## config.mk

```make
export PLATFORM = sky130hd
export DESIGN_NAME = vrf_wb_tracker
export DESIGN_NICKNAME = d
export VERILOG_FILES = /design/src/rtl/vrf_wb_tracker.sv
export SDC_FILE = /design/constraint.sdc
export NUM_CORES = 1
export LEC_CHECK = 0
export CAP_MARGIN = 20
export CORE_UTILIZATION = 40
export DETAILED_ROUTE_END_ITERATION = 10
export GPL_ROUTABILITY_DRIVEN = 0
export PLACE_DENSITY = 0.66
export SKIP_CTS_REPAIR_TIMING = 1
export SYNTH_ARGS = -nofsm -noshare
export SYNTH_HDL_FRONTEND = slang
export SYNTH_SLANG_ARGS = --single-unit
```

## constraint.sdc

```tcl
create_clock -name clk -period 8.35 [get_ports clk]
set_input_delay 1.67 -clock clk [delete_from_list [all_inputs] [get_ports clk]]
set_output_delay 1.67 -clock clk [all_outputs]
set_load 0.005 [all_outputs]
```

## src/rtl/vrf_wb_tracker.sv

```systemverilog
// Write-back tracker for the vector address/offset stream: 2-entry beat FIFO
// in front of the VRF write port, group-completion reporting and order checking.
module vrf_wb_tracker #(
    parameter int VLEN       = 16384,
    parameter int DATA_WIDTH = 64,
    parameter int ADDR_WIDTH = 5,
    parameter int OFF_WIDTH  = $clog2(VLEN / DATA_WIDTH),
    parameter int CNT_WIDTH  = ADDR_WIDTH + OFF_WIDTH + 1
) (
    input  logic                          clk,
    input  logic                          rst,
    input  logic                          in_valid,
    output logic                          in_ready,
    input  logic                          in_start,
    input  logic                          in_end,
    input  logic                          in_widen,
    input  logic [ADDR_WIDTH-1:0]         in_addr,
    input  logic [OFF_WIDTH-1:0]          in_off,
    input  logic [DATA_WIDTH-1:0]         in_data,
    output logic                          wr_en,
    input  logic                          wr_ready,
    output logic [ADDR_WIDTH-1:0]         wr_addr,
    output logic [OFF_WIDTH-1:0]          wr_off,
    output logic [DATA_WIDTH-1:0]         wr_data,
    output logic                          done,
    output logic [ADDR_WIDTH+OFF_WIDTH-1:0] done_addr,
    output logic [CNT_WIDTH-1:0]          done_beats,
    output logic [1:0]                    err,
    input  logic                          err_clr,
    output logic                          busy
);

    localparam int POS_WIDTH = ADDR_WIDTH + OFF_WIDTH;

    typedef enum logic [0:0] {
        T_IDLE  = 1'b0,
        T_GROUP = 1'b1
    } trk_state_t;

    function automatic logic [CNT_WIDTH-1:0] sat_inc(input logic [CNT_WIDTH-1:0] v);
        if (&v) begin
            sat_inc = v;
        end else begin
            sat_inc = v + CNT_WIDTH'(1);
        end
    endfunction

    logic [POS_WIDTH-1:0]  fifo_pos_r  [2];
    logic [DATA_WIDTH-1:0] fifo_data_r [2];
    logic [1:0]            fifo_start_r;
    logic [1:0]            fifo_end_r;
    logic                  rd_ptr_r;
    logic                  wr_ptr_r;
    logic [1:0]            count_r;

    logic                  empty_s;
    logic                  full_s;
    logic                  push_s;
    logic                  pop_s;
    logic [POS_WIDTH-1:0]  in_pos_s;
    logic [POS_WIDTH-1:0]  head_pos_s;
    logic                  head_start_s;
    logic                  head_end_s;

    trk_state_t            state_r;
    logic [POS_WIDTH-1:0]  last_r;
    logic                  widen_r;
    logic                  phase_r;
    logic [POS_WIDTH-1:0]  exp_pos_s;
    logic                  frame_err_s;
    logic                  seq_err_s;

    logic [POS_WIDTH-1:0]  base_r;
    logic [CNT_WIDTH-1:0]  wcount_r;
    logic [POS_WIDTH-1:0]  base_next_s;
    logic [CNT_WIDTH-1:0]  cnt_next_s;
    logic                  done_r;
    logic [POS_WIDTH-1:0]  done_addr_r;
    logic [CNT_WIDTH-1:0]  done_beats_r;
    logic [1:0]            err_r;

    // FIFO status, handshakes and head-entry decode.
    always_comb begin
        empty_s      = (count_r == 2'd0);
        full_s       = (count_r == 2'd2);
        push_s       = in_valid & ~full_s;
        pop_s        = ~empty_s & wr_ready;
        in_pos_s     = {in_addr, in_off};
        head_pos_s   = fifo_pos_r[rd_ptr_r];
        head_start_s = fifo_start_r[rd_ptr_r];
        head_end_s   = fifo_end_r[rd_ptr_r];
    end

    // FIFO payload storage; contents are only meaningful while counted valid.
    always_ff @(posedge clk) begin
        if (push_s) begin
            fifo_pos_r[wr_ptr_r]  <= in_pos_s;
            fifo_data_r[wr_ptr_r] <= in_data;
        end else begin
            fifo_pos_r[wr_ptr_r]  <= fifo_pos_r[wr_ptr_r];
            fifo_data_r[wr_ptr_r] <= fifo_data_r[wr_ptr_r];
        end
    end

    // FIFO pointers, occupancy and beat markers.
    always_ff @(posedge clk or posedge rst) begin
        if (rst) begin
            rd_ptr_r     <= 1'b0;
            wr_ptr_r     <= 1'b0;
            count_r      <= 2'd0;
            fifo_start_r <= 2'b00;
            fifo_end_r   <= 2'b00;
        end else begin
            if (push_s) begin
                fifo_start_r[wr_ptr_r] <= in_start;
                fifo_end_r[wr_ptr_r]   <= in_end;
                wr_ptr_r               <= ~wr_ptr_r;
            end
            if (pop_s) begin
                rd_ptr_r <= ~rd_ptr_r;
            end
            count_r <= count_r + {1'b0, push_s} - {1'b0, pop_s};
        end
    end

    // Expected input position and error detection for the accepted beat.
    always_comb begin
        exp_pos_s   = last_r + {{(POS_WIDTH-1){1'b0}}, ~(widen_r & ~phase_r)};
        frame_err_s = 1'b0;
        seq_err_s   = 1'b0;
        if (push_s) begin
            if (in_start) begin
                frame_err_s = (state_r == T_GROUP);
            end else if (state_r == T_IDLE) begin
                frame_err_s = 1'b1;
            end else begin
                seq_err_s = (in_pos_s != exp_pos_s);
            end
        end else begin
            frame_err_s = 1'b0;
        end
    end

    // Input-side group tracker; a start beat always restarts tracking.
    always_ff @(posedge clk or posedge rst) begin
        if (rst) begin
            state_r <= T_IDLE;
            last_r  <= {POS_WIDTH{1'b0}};
            widen_r <= 1'b0;
            phase_r <= 1'b0;
        end else if (push_s) begin
            if (in_start) begin
                last_r  <= in_pos_s;
                widen_r <= in_widen;
                phase_r <= 1'b0;
                state_r <= in_end ? T_IDLE : T_GROUP;
            end else if (state_r == T_GROUP) begin
                last_r  <= in_pos_s;
                phase_r <= ~phase_r;
                state_r <= in_end ? T_IDLE : T_GROUP;
            end else begin
                state_r <= T_IDLE;
            end
        end else begin
            state_r <= state_r;
        end
    end

    // Write-side base/count as they will stand after the current pop.
    always_comb begin
        if (head_start_s) begin
            base_next_s = head_pos_s;
            cnt_next_s  = CNT_WIDTH'(1);
        end else begin
            base_next_s = base_r;
            cnt_next_s  = sat_inc(wcount_r);
        end
    end

    // Write-side group counter and completion report.
    always_ff @(posedge clk or posedge rst) begin
        if (rst) begin
            base_r       <= {POS_WIDTH{1'b0}};
            wcount_r     <= {CNT_WIDTH{1'b0}};
            done_r       <= 1'b0;
            done_addr_r  <= {POS_WIDTH{1'b0}};
            done_beats_r <= {CNT_WIDTH{1'b0}};
        end else if (pop_s) begin
            base_r   <= base_next_s;
            wcount_r <= cnt_next_s;
            done_r   <= head_end_s;
            if (head_end_s) begin
                done_addr_r  <= base_next_s;
                done_beats_r <= cnt_next_s;
            end
        end else begin
            done_r <= 1'b0;
        end
    end

    // Sticky error flags; a fresh error beats a simultaneous clear.
    always_ff @(posedge clk or posedge rst) begin
        if (rst) begin
            err_r <= 2'b00;
        end else begin
            err_r <= (err_clr ? 2'b00 : err_r) | {seq_err_s, frame_err_s};
        end
    end

    assign in_ready   = ~full_s;
    assign wr_en      = ~empty_s;
    assign wr_addr    = head_pos_s[POS_WIDTH-1:OFF_WIDTH];
    assign wr_off     = head_pos_s[OFF_WIDTH-1:0];
    assign wr_data    = fifo_data_r[rd_ptr_r];
    assign done       = done_r;
    assign done_addr  = done_addr_r;
    assign done_beats = done_beats_r;
    assign err        = err_r;
    assign busy       = (state_r == T_GROUP) | ~empty_s;

endmodule

```

==> results.json, run 1 <==
{
  "hold_viol": 0,
  "yosysMostFrequentCell": "edfxtp_1",
  "fp.dieH_um": 157,
  "grt_pass1_wl_um": 31100,
  "rsz0062_at_grt": "false",
  "p_per_area_nw_per_um2": 336,
  "max-slew-margin-rel": 0.455,
  "clkTransAtPathRegs_ns": 0.06,
  "wl_um": 19900,
  "die_x_um": 157,
  "status": "complete, no violations",
  "worstReg2RegStart": "phase_r",
  "synth_edf_count": 154,
  "dp_hpwl_um": 13600,
  "comb_power_share": 0.339,
  "cp_max_fo": 44,
  "cts_made_buffers": 25,
  "antenna_cells": 0,
  "arrival_ns": 2.85,
  "first_iter_violations": 234,
  "overflow": 0,
  "ff2ff_setup_slack_ns": 5.89,
  "grt_pass1_vias": 5745,
  "p_leak_nw": 4.70,
  "pwr-share-clk": 0.243,
  "h-tree-depth": 1,
  "dr.pass1.iters": 4,
  "seq_area_frac_synth": 0.696,
  "power.switching_mw": 1.27,
  "skew_ns": 0.0121,
  "ys_ff_latch": 235,
  "drive_above_1_share": 0.161,
  "hold_depth": 2,
  "fillCellCount": 1943,
  "num_vias": 5803,
  "critPathRequiredTime_ns": 6.68,
  "row_count": 56,
  "synthCells": 662,
  "final_area_sq_um": 12700,
  "ant_nets": 0,
  "die-area_sq_um": 24500,
  "grt_usage": 0.164,
  "tightest_slew_ns": 0.817,
  "ys_async_sr_fraction": 0.345,
  "wl_per_cell_um": 16.5,
  "power.internal_mw": 2.99,
  "crit_path_end_kind": "primary output",
  "cts_tree": "yes",
  "maxCapViolCount": 0,
  "vias_per_cell": 4.82,
  "synth_common_cells": "edfxtp_1 (154), mux2_2 (84), dfrtp_1 (81)",
  "start_util": 0.407,
  "io_buffer_count": 194,
  "dpl.cell_count": 1157,
  "seq_power_share": 0.418,
  "postPlaceCellArea_sq_um": 11900,
  "fin_cells": 1203,
  "worstReg2RegEnd": "err[1]",
  "root_buffer": "clkbuf_16",
  "yosysWarnings": 0,
  "yosysUniqueCellTypes": 54,
  "syn_to_final_growth_pct": 32.4,
  "io_pins": 195,
  "tns_ns": 0,
  "setup_viol": 0,
  "fmax_mhz": 221,
  "syn_area_per_cell_sq_um": 14.4,
  "synth_area_leader_cell": "edfxtp_1",
  "synth_top_flop_cell": "edfxtp_1",
  "core_sq_um": 23500,
  "synthesis.area_sq_um": 9560,
  "maxSlewViolCount": 0,
  "antenna_found_initial": 0,
  "clock-sinks": 235,
  "mappedNetlistNets": 753,
  "min_to": "done_addr[7]",
  "cts.path.max_buffers": 3,
  "start_kind": "flop",
  "grt_max_degree": 78,
  "synth.area.top_cells": "edfxtp_1 (48%), dfrtp_1 (21%), mux2_2 (9.9%)",
  "fin_crit_sh": 0.541,
  "vdd_ir_drop_max_mv": 0.169,
  "layout.nets": 957,
  "remaining_drc_errors": 0,
  "layout_min_cycle_time_ns": 4.52,
  "rr_worst_depth": 9,
  "critPathKind": "reg -> out",
  "sw_frac_of_total": 0.298,
  "synth.top_cell.area_share": 0.484,
  "holdCritStartpoint": "done_addr[7]",
  "min_path_type": "reg -> reg",
  "clk_latency_ns": 0.50
}
-- cells in the final DEF (no fill, tap or decap), types with 3 or more instances in the layout --
| master | instances |
|---|---|
| inv_1 | 22 |
| xnor2_1 | 15 |
| nand4_1 | 4 |
| nand2b_1 | 4 |
| ha_1 | 6 |
| mux2i_1 | 16 |
| edfxtp_1 | 154 |
| nor3_1 | 4 |
| clkdlybuf4s50_1 | 194 |
| a22o_1 | 4 |
| nand2_1 | 62 |
| o21ai_1 | 7 |
| clkbuf_1 | 4 |
| xor2_1 | 10 |
| a31oi_1 | 4 |
| buf_4 | 8 |
| nor3b_1 | 3 |
| o31ai_1 | 6 |
| nor2_1 | 31 |
| nand3_1 | 6 |
| clkbuf_16 | 25 |
| dfrtp_1 | 80 |
| a21oi_1 | 22 |
| clkinv_1 | 7 |
| mux2_2 | 84 |
| o21ai_0 | 51 |
| clkinv_2 | 7 |
-- sequential cells by signal, summed over array words and instances, names as in the netlist, 2 cells and up --
name          flops
count_r           2
err               2
wcount_r         14
fifo_pos_r       26
done_beats       14
last_r           13
fifo_data_r     128
fifo_end_r        2
done_addr        13
fifo_start_r      2
base_r           13
-- area by class of cell --
type | instances | area (sq um) | share of cell area
Sequential cell | 235 | 6660 | 0.526
Multi-Input combinational cell | 376 | 2710 | 0.214
Timing Repair Buffer | 203 | 2030 | 0.160
Clock buffer | 29 | 641 | 0.0506
Tap cell | 319 | 399 | 0.0315
Clock inverter | 16 | 126 | 0.00998
Inverter | 25 | 96.3 | 0.00761
-- power by group through the flow --
stage	sequential (mW)	combinational, mW	clock, mW
2_1_floorplan	1.73	0.824	0
3_3_place_gp	1.80	1.44	0
3_5_place_dp	1.81	1.45	0
4_1_cts	1.78	1.46	1.07
5_1_grt	1.82	1.59	1.11
6_report	1.78	1.44	1.03
-- worst max-delay path by stage --
stage | endpoint | depth (start not counted) | start
floorplan | fifo_end_r[0] | 4 | in_valid
global placement | fifo_data_r[0][54] | 6 | in_valid
detailed placement | fifo_data_r[0][4] | 6 | in_valid
CTS | wr_data[24] | 3 | rd_ptr_r
global route | wr_data[24] | 3 | rd_ptr_r
finish | wr_data[24] | 3 | rd_ptr_r
-- through the flow --
stage	power (mW)	setup slack, ns	utilization	hold WS (ns)
floorplan	2.56	2.43	-	0.450
finish	4.25	3.83	0.539	0.479
global route	4.52	3.71	0.539	0.493
global placement	3.23	4.31	0.505	0.461
detailed placement	3.26	4.27	0.505	0.469
CTS	4.31	3.78	0.538	0.483
-- kinds of logic after synthesis --
family | Yosys count | share of synthesized area
flops | 235 | 0.696
simple gates | 136 | 0.0688
compound gates | 108 | 0.0660
mux | 101 | 0.117
buf+inv | 51 | 0.0219
xor+xnor | 25 | 0.0229
fa+ha+maj | 6 | 0.00785
-- per-layer routing --
metal | GRT usage | wire length (um)
met1 | 0.218 | 8970
met2 | 0.274 | 9550
met3 | 0.0277 | 912
met4 | 0.0495 | 466
met5 | 0 | 0
-- worst max-delay path, stage by stage, from the launching register on --
cell             delay [ns]
dfrtp_4                0.81
buf_4                  0.59
mux2_2                 0.40
clkdlybuf4s50_1        0.49
No activity file was read; power rests on OpenSTA's default activity.
==> inputs of run 2 (changes only) <==
Clock period 8.35 ns to 4.65 ns, I/O delays scaled along.
==> results.json, run 2 (synthesized netlist as in run 1, its figures left out) <==
{
  "ant_nets": 0,
  "sw_frac_of_total": 0.300,
  "clock-sinks": 235,
  "crit_slowest_cell": "dfrtp_4",
  "ff2ff_setup_slack_ns": 2.16,
  "hold_depth": 2,
  "worstReg2RegEnd": "err[1]",
  "worstReg2RegStart": "phase_r",
  "maxSlewViolCount": 0,
  "p_leak_nw": 4.74,
  "vdd_ir_drop_max_mv": 0.331,
  "tightest_slew_ns": 0.707,
  "maxCapViolCount": 0,
  "cp_num_buf_inv": 2,
  "status": "complete, no violations",
  "first_iter_violations": 214,
  "comb_power_share": 0.345,
  "cp_slowest_stage_delay_ns": 0.69,
  "layout.nets": 957,
  "dr.pass1.iters": 5,
  "io_pins": 195,
  "skew_ns": 0.00832,
  "vias_per_cell": 4.88,
  "critPathRequiredTime_ns": 3.72,
  "setup_viol": 0,
  "largest_reg_flops": 128,
  "mostFrequentLayoutCell": "clkdlybuf4s50_1",
  "seq_power_share": 0.409,
  "arrival_ns": 2.48,
  "root_buffer": "clkbuf_16",
  "antenna_cells": 0,
  "syn_to_final_growth_pct": 33.0,
  "start_util": 0.407,
  "io_buffer_count": 194,
  "largest_register": "fifo_data_r",
  "layout_min_cycle_time_ns": 3.41,
  "cts_tree": "yes",
  "grt_usage": 0.166,
  "pwr-share-clk": 0.247,
  "die-area_sq_um": 24500,
  "fin_crit_sh": 0.734,
  "post-route-util": 0.542,
  "postPlaceCellArea_sq_um": 11900,
  "hold_viol": 0,
  "die_x_um": 157,
  "holdCritStartpoint": "base_r[8]",
  "cp_cell_sequence": "buf_12 -> mux2_2 -> clkdlybuf4s50_1",
  "grt_max_degree": 58,
  "rsz0062_at_grt": "false",
  "clkTransAtPathRegs_ns": 0.06,
  "h-tree-depth": 1,
  "core_sq_um": 23500,
  "min_to": "base_r[8]",
  "tns_ns": 0,
  "start_kind": "flop",
  "worstSetupPathDepth": 3,
  "overflow": 0,
  "row_count": 56,
  "cts_made_buffers": 25,
  "reg_top3": "fifo_data_r (128), fifo_pos_r (26)",
  "cts.path.max_buffers": 3,
  "antenna_found_initial": 0,
  "clk_latency_ns": 0.50,
  "p_per_area_nw_per_um2": 607,
  "rr_worst_depth": 9,
  "remaining_drc_errors": 0,
  "grt_pass1_wl_um": 31300,
  "fp.dieH_um": 157,
  "cp_max_fo": 57,
  "crit_path_end_kind": "primary output",
  "post-place-ws_ns": 1.52,
  "worstSetupStartpoint": "rd_ptr_r",
  "final_cell_mix": "clkdlybuf4s50_1 (194), edfxtp_1 (154), mux2_2 (84)",
  "critPathKind": "reg -> out",
  "drive_above_1_share": 0.167,
  "wl_per_cell_um": 16.8,
  "power.switching_mw": 2.31,
  "num_vias": 5874,
  "grt_pass1_vias": 5867,
  "max-slew-margin-rel": 0.528,
  "final_area_sq_um": 12700,
  "path_delay_family": "buffers and inverters",
  "fmax_mhz": 293,
  "wl_um": 20200,
  "dp_hpwl_um": 13900,
  "power.internal_mw": 5.41,
  "min_path_type": "reg -> reg",
  "setup_slack_ns": 1.24
}
## run 2: tightest hold or removal path: stages, from the launching register on
cell	delay (ns)
dfrtp_1	0.34
nand2_1	0.04
o21ai_0	0.06
## run 2: layout make-up
type | instances | area [sq um]
fillers | 1930 | 10800
well taps | 319 | 399
multi-input cells | 376 | 2710
clock buffers | 36 | 758
inverters | 25 | 96.3
flip-flops and latches | 235 | 6660
clock inverters | 9 | 48.8
repair buffers | 203 | 2050
## run 2: power by group through the flow
stage	Combinational [mW]	Clock, mW	Sequential, mW
2_1_floorplan	1.48	0	3.10
3_3_place_gp	2.66	0	3.18
3_5_place_dp	2.69	0	3.20
4_1_cts	2.71	1.95	3.16
5_1_grt	2.92	2.03	3.23
6_report	2.66	1.90	3.16
## run 2: worst max-delay path by stage
stage	slack, ns	endpoint
finish	1.24	wr_data[26]
floorplan	0.82	fifo_end_r[0]
global placement	1.54	fifo_data_r[0][45]
global route	1.14	wr_data[26]
detailed placement	1.52	fifo_data_r[0][15]
CTS	1.22	wr_data[26]
## run 2: per-stage QoR
step / cells / power (mW) / hold WS [ns]
2_1_floorplan: 662 / 4.58 / 0.450
3_3_place_gp: 1158 / 5.85 / 0.461
3_5_place_dp: 1158 / 5.89 / 0.471
4_1_cts: 1203 / 7.83 / 0.485
5_1_grt: 1203 / 8.18 / 0.489
6_report: 1203 / 7.72 / 0.480
## run 2: routing by layer
metal | GRT usage | wire length, um
met1 | 0.211 | 8650
met2 | 0.283 | 9900
met3 | 0.0302 | 1110
met5 | 0 | 0
met4 | 0.0602 | 546
==> inputs of run 3 (changes only) <==
Settings changed: PLACE_DENSITY 0.66 to 0.68.
Clock period 4.65 ns to 3.05 ns, I/O delays scaled along.
==> results.json, run 3 (synthesized netlist as in run 1, its figures left out) <==
{
  "status": "complete, no violations",
  "io_pins": 195,
  "cts.path.max_buffers": 3,
  "wl_um": 19900,
  "critPathKind": "reg -> out",
  "largest_register": "fifo_data_r",
  "skew_ns": 0.00713,
  "cp-endpoint": "wr_off[2]",
  "rr_worst_depth": 8,
  "final_area_sq_um": 12700,
  "setup_viol": 0,
  "layout.nets": 958,
  "hold_slack_ns": 0.474,
  "first_iter_violations": 234,
  "layout_min_cycle_time_ns": 2.79,
  "remaining_drc_errors": 0,
  "worstReg2RegEnd": "err[1]",
  "die-area_sq_um": 24500,
  "fin_cells": 1203,
  "syn_to_final_growth_pct": 33.0,
  "maxSlewViolCount": 0,
  "num_vias": 5738,
  "wl_per_cell_um": 16.6,
  "post-route-util": 0.542,
  "total_power_mw": 11.7,
  "overflow": 0,
  "core_sq_um": 23500,
  "busiest_layer": "met2",
  "clock-sinks": 235,
  "fillCellCount": 1951,
  "grt_pass1_wl_um": 31100,
  "p_leak_nw": 4.73,
  "clkTransAtPathRegs_ns": 0.06,
  "grt_util_met3": 0.0332,
  "dr.pass1.iters": 4,
  "vias_per_cell": 4.77,
  "root_buffer": "clkbuf_16",
  "cp_max_fo": 48,
  "worstSetupStartpoint": "rd_ptr_r",
  "rsz0062_at_grt": "false",
  "post-place-ws_ns": 0.566,
  "crit_path_end_kind": "primary output",
  "mostFrequentLayoutCell": "clkdlybuf4s50_1",
  "fmax_mhz": 358,
  "setup_slack_ns": 0.256,
  "final_cell_mix": "clkdlybuf4s50_1 (194), edfxtp_1 (154), mux2_2 (84)",
  "critPathRequiredTime_ns": 2.44,
  "fin_crit_sh": 0.916,
  "ff2ff_setup_slack_ns": 0.57,
  "io_buffer_count": 194,
  "max-slew-margin-rel": 0.526,
  "antenna_cells": 0,
  "tns_ns": 0,
  "vdd_ir_drop_max_mv": 0.372,
  "largest_reg_flops": 128,
  "start_util": 0.407,
  "cp_slowest_stage_delay_ns": 0.47,
  "cp_cell_sequence": "buf_12 -> mux2i_1 -> inv_1 -> clkdlybuf4s50_1",
  "arrival_ns": 2.18,
  "p_per_area_nw_per_um2": 923,
  "fp.dieH_um": 157,
  "use_met1": 0.209,
  "hold_viol": 0,
  "start_kind": "flop",
  "antenna_found_initial": 0,
  "row_count": 56,
  "h-tree-depth": 1,
  "grt_pass1_vias": 5672,
  "clk_latency_ns": 0.50,
  "worstReg2RegStart": "phase_r",
  "grt_max_degree": 78,
  "dpl.cell_count": 1159,
  "cts_made_buffers": 25,
  "reg_top3": "fifo_data_r (128), fifo_pos_r (26)",
  "maxCapViolCount": 0,
  "postPlaceCellArea_sq_um": 12000,
  "grt_use_met2": 0.283,
  "ant_nets": 0,
  "min_path_type": "reg -> reg",
  "tightest_slew_ns": 0.710,
  "drive_above_1_share": 0.161,
  "dp_hpwl_um": 13600,
  "grt_usage": 0.164,
  "die_x_um": 157,
  "cts_tree": "yes",
  "crit_slowest_cell": "clkdlybuf4s50_1"
}
[run 3: changes by cell type in the layout (fill, tap and decap cells not counted), sizes merged]
cell | previous run | this run
buf | 9 | 10
clkbuf | 36 | 25
clkinv | 10 | 19
clkinvlp | 1 | 0
bufinv | 0 | 2
[run 3: power by group]
part | internal [mW] | switching, mW
clock network | 1.65 | 1.17
registers | 4.35 | 0.404
logic | 2.22 | 1.95
total | 8.22 | 3.52
[run 3: worst min-delay path by stage]
stage,startpoint,endpoint,slack (ns),cells past startpoint
3_3_place_gp,done_addr[0],done_addr[0],0.46,2
6_report,done_addr[3],done_addr[3],0.47,2
5_1_grt,base_r[7],base_r[7],0.50,2
3_5_place_dp,base_r[12],base_r[12],0.47,2
4_1_cts,base_r[12],base_r[12],0.48,2
2_1_floorplan,base_r[0],base_r[0],0.45,2
[run 3: critical path: cells and delay by family (launching register included)]
| family | cells | cell delay, ns |
|---|---|---|
| multiplexers | 1 | 0.34 |
| buffers and inverters | 3 | 0.84 |
| flip-flops | 1 | 0.44 |
[run 3: layer usage]
| layer | share of wire | wire length, um | up-vias |
|---|---|---|---|
| met5 | 0 | 0 | - |
| met4 | 0.016 | 314 | 0 |
| met3 | 0.058 | 1160 | 27 |
| met2 | 0.50 | 9870 | 141 |
| met1 | 0.43 | 8590 | 2740 |
| li1 | - | - | 2830 |
[run 3: final cells by class]
cell class              instances  area, sq um  share of cell area
clock buffers                  25          626              0.0492
multi-input cells             376         2710               0.213
well taps                     319          399              0.0314
inverters                      25         96.3             0.00758
clock inverters                19          135              0.0106
flip-flops and latches        235         6660               0.523
repair buffers                204         2090               0.165
